===== src/rtl/fp_fifo_pkg.sv =====
// Shared types and helpers for the FP operand FIFO.
// Holds the FP32 operand type, the operand-pair struct, the FIFO state encoding
// and the operand classifier used when FP_CLASSIFY_EN is defined.
package fp_fifo_pkg;

    typedef logic [31:0] fp32_t;

    typedef struct packed {
        fp32_t a;
        fp32_t b;
    } fp_pair_t;

    typedef enum logic [0:0] {
        INIT = 1'b0,
        RUN  = 1'b1
    } fifo_state_t;

    // Exponent field position inside an IEEE-754 single-precision word.
    localparam int FP_EXP_MSB = 30;
    localparam int FP_EXP_LSB = 23;

    // An operand is special when its exponent is all ones (Inf/NaN)
    // or all zeros (zero/denormal).
    function automatic logic is_special(input fp32_t op);
        logic [7:0] exp_s;
        exp_s = op[FP_EXP_MSB:FP_EXP_LSB];
        return (exp_s == 8'hFF) || (exp_s == 8'h00);
    endfunction

endpackage


===== src/rtl/fp_fifo_mem.sv =====
// Operand storage for the FP operand FIFO.
// DEPTH entries of EW bits, one synchronous write port and one
// combinational (fall-through) read port. Contents are not reset.
module fp_fifo_mem #(
    parameter int DEPTH = 8,
    parameter int EW    = 64,
    parameter int AW    = $clog2(DEPTH)
) (
    input  logic          clk,
    input  logic          we,
    input  logic [AW-1:0] waddr,
    input  logic [EW-1:0] wdata,
    input  logic [AW-1:0] raddr,
    output logic [EW-1:0] rdata
);

    logic [EW-1:0] mem_r [DEPTH];

    // Write the incoming entry on an accepted push.
    always_ff @(posedge clk) begin
        if (we) begin
            mem_r[waddr] <= wdata;
        end
    end

    assign rdata = mem_r[raddr];

endmodule


===== src/rtl/fp_operand_fifo.sv =====
// Elastic buffer for FP32 operand pairs in front of the multiplier wrapper.
// Source side and multiplier side each use a valid/ready handshake; the head
// pair falls through combinationally from storage. IN_READY and OUT_VALID are
// registers updated from the next-state entry count, so neither depends
// combinationally on IN_VALID or OUT_READY.
// Optional feature macro: FP_CLASSIFY_EN adds a per-entry "special operand"
// flag and the OUT_SPECIAL output.
// DEPTH must be a power of two so the pointers wrap by natural overflow.
module fp_operand_fifo
    import fp_fifo_pkg::*;
#(
    parameter int DEPTH = 8,
    parameter int WIDTH = 32
) (
    input  logic                       CLK,
    input  logic                       RST_n,
    input  logic [WIDTH-1:0]           IN_A,
    input  logic [WIDTH-1:0]           IN_B,
    input  logic                       IN_VALID,
    output logic                       IN_READY,
    output logic [WIDTH-1:0]           OUT_A,
    output logic [WIDTH-1:0]           OUT_B,
    output logic                       OUT_VALID,
    input  logic                       OUT_READY,
    output logic [$clog2(DEPTH):0]     COUNT
`ifdef FP_CLASSIFY_EN
    ,
    output logic                       OUT_SPECIAL
`endif
);

    localparam int AW = $clog2(DEPTH);
    localparam int CW = AW + 1;
`ifdef FP_CLASSIFY_EN
    localparam int EW = 2 * WIDTH + 1;
`else
    localparam int EW = 2 * WIDTH;
`endif

    localparam logic [CW-1:0] CNT_ZERO = {CW{1'b0}};
    localparam logic [CW-1:0] CNT_ONE  = {{(CW-1){1'b0}}, 1'b1};
    localparam logic [CW-1:0] CNT_FULL = CW'(DEPTH);
    localparam logic [AW-1:0] PTR_ZERO = {AW{1'b0}};
    localparam logic [AW-1:0] PTR_ONE  = {{(AW-1){1'b0}}, 1'b1};

    fifo_state_t   state_r;
    logic [AW-1:0] wr_ptr_r;
    logic [AW-1:0] rd_ptr_r;
    logic [CW-1:0] count_r;
    logic [CW-1:0] count_next_s;
    logic          in_ready_r;
    logic          out_valid_r;
    logic          push_s;
    logic          pop_s;
    logic [EW-1:0] wr_entry_s;
    logic [EW-1:0] rd_entry_s;

    // Handshake qualification and next entry count.
    always_comb begin
        push_s       = IN_VALID & in_ready_r;
        pop_s        = out_valid_r & OUT_READY;
        count_next_s = count_r;
        if (push_s && !pop_s) begin
            count_next_s = count_r + CNT_ONE;
        end else if (!push_s && pop_s) begin
            count_next_s = count_r - CNT_ONE;
        end else begin
            count_next_s = count_r;
        end
    end

    // Pack the incoming pair (and its classification flag) into one entry.
    always_comb begin
`ifdef FP_CLASSIFY_EN
        wr_entry_s = {IN_A, IN_B,
                      is_special(fp32_t'(IN_A)) | is_special(fp32_t'(IN_B))};
`else
        wr_entry_s = {IN_A, IN_B};
`endif
    end

    // Write and read pointers; both wrap modulo DEPTH.
    always_ff @(posedge CLK) begin
        if (!RST_n) begin
            wr_ptr_r <= PTR_ZERO;
            rd_ptr_r <= PTR_ZERO;
        end else begin
            if (push_s) begin
                wr_ptr_r <= wr_ptr_r + PTR_ONE;
            end
            if (pop_s) begin
                rd_ptr_r <= rd_ptr_r + PTR_ONE;
            end
        end
    end

    // Occupancy counter.
    always_ff @(posedge CLK) begin
        if (!RST_n) begin
            count_r <= CNT_ZERO;
        end else begin
            count_r <= count_next_s;
        end
    end

    // Control FSM with registered handshake outputs. INIT lasts one cycle
    // after reset release so the source sees IN_READY only once RUN is stable.
    always_ff @(posedge CLK) begin
        if (!RST_n) begin
            state_r     <= INIT;
            in_ready_r  <= 1'b0;
            out_valid_r <= 1'b0;
        end else begin
            case (state_r)
                INIT: begin
                    state_r     <= RUN;
                    in_ready_r  <= 1'b0;
                    out_valid_r <= 1'b0;
                end
                RUN: begin
                    state_r     <= RUN;
                    in_ready_r  <= (count_next_s != CNT_FULL);
                    out_valid_r <= (count_next_s != CNT_ZERO);
                end
                default: begin
                    state_r     <= INIT;
                    in_ready_r  <= 1'b0;
                    out_valid_r <= 1'b0;
                end
            endcase
        end
    end

    fp_fifo_mem #(
        .DEPTH (DEPTH),
        .EW    (EW),
        .AW    (AW)
    ) u_mem (
        .clk   (CLK),
        .we    (push_s),
        .waddr (wr_ptr_r),
        .wdata (wr_entry_s),
        .raddr (rd_ptr_r),
        .rdata (rd_entry_s)
    );

    assign IN_READY  = in_ready_r;
    assign OUT_VALID = out_valid_r;
    assign COUNT     = count_r;
    assign OUT_A     = rd_entry_s[EW-1 -: WIDTH];
    assign OUT_B     = rd_entry_s[EW-1-WIDTH -: WIDTH];
`ifdef FP_CLASSIFY_EN
    // The stored flag is only meaningful while a pair is presented.
    assign OUT_SPECIAL = rd_entry_s[0] & out_valid_r;
`endif

endmodule


===== config.mk =====
export PLATFORM = sky130hd
export DESIGN_NAME = fp_operand_fifo
export DESIGN_NICKNAME = d
export VERILOG_FILES = /design/src/rtl/fp_fifo_pkg.sv /design/src/rtl/fp_fifo_mem.sv /design/src/rtl/fp_operand_fifo.sv
export SDC_FILE = /design/constraint.sdc
export NUM_CORES = 1
export LEC_CHECK = 0
export BUFFER_PORTS_ARGS = -buffer_cell sky130_fd_sc_hd__buf_4
export CORE_UTILIZATION = 40
export CTS_CLUSTER_SIZE = 16
export DETAILED_ROUTE_END_ITERATION = 6
export PLACE_DENSITY = 0.61
export SLEW_MARGIN = 20
export SYNTH_ARGS = -nofsm -noshare
export SYNTH_HDL_FRONTEND = slang
export SYNTH_HIERARCHICAL = 1
export SYNTH_SLANG_ARGS = --single-unit

===== constraint.sdc =====
create_clock -name CLK -period 5.7 [get_ports CLK]
set_clock_uncertainty 0.2 [all_clocks]
set_input_delay 0.285 -clock CLK [delete_from_list [all_inputs] [get_ports CLK]]
set_output_delay 0.285 -clock CLK [all_outputs]
set_load 0.005 [all_outputs]

==> summary.md <==
| Metric | Value |
|---|---|
| Total CTS buffers | 53 |
| WL/cell | around 22 um |
| # setup viols final | 0 |
| Most frequent cells after synthesis | 512 x edfxtp_1, 128 x mux4_2, 64 x mux2_2 |
| CTS sink cnt | 525 |
| FFs w/ async S/R, synth | 0% |
| Die area | ~0.051 mm2 |
| Pin slew with the least headroom to its limit | just under 1 ns |
| Vias per inst | 5.09 |
| CTS max path bufs | 3 |
| Synthesized netlist cell count | slightly above 800 |
| Syn avg cell area | 24.3 um2 |
| Worst VDD drop | approximately 220 uV |
| Reg2reg start | IN_READY |
| Die height | ~230 um |
| Placed instance area | 0.0218 mm2 |
| Worst Path Buf+Inv | 2 |
| Routability cong. | ~0.67 |
| Largest cells by area after synthesis | edfxtp_1 77%, mux4_2 14%, mux2_2 3.6%, dfxtp_1 1.3%, buf_6 0.62% |
| Slowest CP cell | dfxtp_4 |
| Setup TNS | 0 ns |
| I/O Buffers | around 140 |
| Fmax | 0.286 GHz |
| Arrival @ worst endpoint | ~3 ns |
| Initial Utilization | 40.6% |
| Layout area overhead | 21.0% |
| Slew margin rel. | roughly 35% |
| Final hold vios | 0 |
| Cell area after layout | roughly 0.024 mm2 |
| FILL cells | 3,988 |
| Detail Placement HPWL | a little under 20,000 um |
| First DRT Iteration DRCs | 511 |
| Outcome | finished, final reports clean |
| I/O pins | 138 |
| Routed vias | approximately 9,000 |
| Final Hold Slack | between 0.2 and 0.25 ns |
| N_diodes | 0 |
| Share of cells above drive strength 1 | between 30% and 40% |
| NumNets Final | about 1,100 |
| Crit-path max cell delay | 0.85 ns |
| CP most frequent cell | buf_4 |
| Worst-path clk slew | 0.06 ns |
| Number of enable flip-flop cells after synthesis | about 500 |
| PnR worst setup slack | 2.20 ns |
| Post-Route WL | approximately 40,000 um |
| Post-CTS sizing | 0 |
| FP Rows | 81 |
| Max cap viols | 0 |
| Post-synth cell types | 33 |
| Mapped cell area | 0.0199 mm2 |
| Top cell type by total area after synthesis | edfxtp_1 |
| Vias in the first global route | just under 10,000 |
| Dpl cells | 1,599 |
| Final std cells w/o fill | 1,764 |
| Crit-path leading delay family | flip-flops |
| Overall Global Routing Usage | between 15 and 20% |
| TritonCTS clock tree | yes |
| Post-route DRC | 0 |
| Synth warn | 6 |
| Worst Hold Class | input pin to flip-flop |
| GR Overflow Total | 0 |
| Cells along the critical path | buf_4, mux4_2, mux2_2, buf_4 |
| Most frequent cell after synthesis | edfxtp_1 |
| Syn nets | between 800 and 900 |
| Synth Register Bits | ~530 |
| Final Slew Violations | 0 |
| Post-synth top area share | around 77% |
| Critical path class | flip-flop to output pin |
| Unrepaired setup endpoints after global routing | no |
| Min-delay src | RST_n |
| Root Driver | clkbuf_16 |
| # H-tree levels | 2 |
| Pwr/cell area | 338 mW/mm2 |
| Crit end category | output pin |
| Pin count of the biggest net entering global routing | between 70 and 80 |
| Worst setup path startpoint | rd_ptr_r[2] |
| Static leakage | about 7.6 nW |
| Initial antenna violation count | 3 |
| Crit path time final | 3.50 ns |
| Register area share after synthesis | between 70% and 80% |
| Clock latency on the worst-skew pair | between 0.5 and 0.6 ns |
| Data required, critical path | 5.22 ns |
| Critical Path Fanout Max | slightly below 50 |
| Pre-CTS setup slack | ~2.7 ns |
| Startpoint Class | flip-flop |
| Core ar. | about 0.049 mm2 |
| Global-route wire length before repair | 58,700 um |
| Post-route ant nets | 0 |
| Drt first pass iters | 6 |
| Top_reg_cell synth | edfxtp_1 |
| Final Cycle Share | approximately three fifths |
| Die width | 225 um |
[metrics by stage]
step	util, %	power (mW)
after floorplan	-	4.71
after global routing	49.2	8.41
final	49.2	8.13
after global placement	44.5	4.91
after detailed placement	44.5	4.92
after CTS	49.2	8.25
[final cells by class]
type / count / area (um2) / share of cell area [%]
flip-flops and latches: 525 / 15600 / 65.0
multi-input cells: 254 / 4080 / 16.9
repair buffers: 220 / 1870 / 7.76
clock buffers: 75 / 1470 / 6.11
well taps: 664 / 831 / 3.45
clock inverters: 23 / 166 / 0.691
inverters: 3 / 16.3 / 0.0676
[state kept, by name, summed over array words and instances (netlist names)]
| name | cells |
|---|---|
| wr_ptr_r | 3 |
| COUNT | 4 |
| state_r | 1 |
| rd_ptr_r | 3 |
| OUT_VALID | 1 |
| IN_READY | 1 |
| u_mem/mem_r | 512 |
[repair_timing]
item,4_1_cts,5_1_grt
setup buffers,0,0
hold buffers,67,0
hold endpoints to repair,525,0
[final timing paths]
path / end / slack, ns / depth (start not counted)
worst max-delay path: OUT_A[17] / 2.20 / 4
worst min-delay path: state_r / 0.24 / 2
worst max register to register: u_mem/mem_r[7][46] / 2.88 / 5
worst min register to register: OUT_VALID / 0.25 / 2
[metal layers]
metal | wire length [um] | share of wire [%] | global-route usage [%] | up-vias
met5 | 34 | 0.087 | 0 | -
met4 | 863 | 2.2 | 5.13 | 6
met3 | 1600 | 4.1 | 3.08 | 66
met2 | 19600 | 50 | 26.4 | 157
met1 | 17200 | 44 | 20.8 | 4794
li1 | - | - | - | 3959
[where the power goes]
| part | total, mW | leakage, nW | internal [mW] | switching (mW) |
|---|---|---|---|---|
| Sequential | 4.30 | 4.72 | 4.27 | 0.0256 |
| Clock | 3.27 | 0.794 | 1.88 | 1.39 |
| Combinational | 0.567 | 2.08 | 0.323 | 0.244 |
| Total | 8.13 | 7.60 | 6.48 | 1.66 |
[cell families (layout without fill, tap and decap cells)]
logic type	count (synthesis)	in the layout	share of synthesized area (%)
adder cells (fa/ha/maj)	4	4	0.252
flip-flops	525	525	78.6
buffers and inverters	39	321	1.25
AND/OR/NAND/NOR	38	38	1.00
multiplexers	193	193	18.2
XOR/XNOR	7	7	0.308
AO/OA/AOI/OAI	12	12	0.434
[cell usage in the layout (no fill, tap or decap), types with 2 or more instances in the layout]
cell / Yosys / routed
mux4_2: 128 / 128
nor3_4: 0 / 2
ha_1: 4 / 4
dfxtp_4: 0 / 3
clkbuf_16: 0 / 55
and3_1: 2 / 2
a21oi_1: 4 / 4
nand3_1: 5 / 5
a21boi_0: 3 / 3
nand2_2: 2 / 2
inv_1: 2 / 2
nand2_1: 7 / 7
clkbuf_1: 10 / 18
bufinv_16: 0 / 2
or3_1: 2 / 2
buf_4: 3 / 149
xnor2_1: 6 / 6
and2_1: 6 / 6
buf_12: 0 / 4
dfxtp_1: 13 / 10
nor2_4: 0 / 6
clkinvlp_4: 0 / 3
dlygate4sd3_1: 0 / 67
mux2_2: 64 / 64
nand2b_1: 3 / 3
edfxtp_1: 512 / 512
clkinv_1: 0 / 8
clkbuf_8: 0 / 2
clkinv_2: 0 / 9
[worst reg2reg max path, cell delays in order (launching register included)]
cell and delay (ns):
dfxtp_1 0.37, nand2_2 0.12, clkinv_4 0.10, nand2_1 0.22, nor2_4 0.53, buf_4 0.85
No activity file was read; power rests on OpenSTA's default activity.
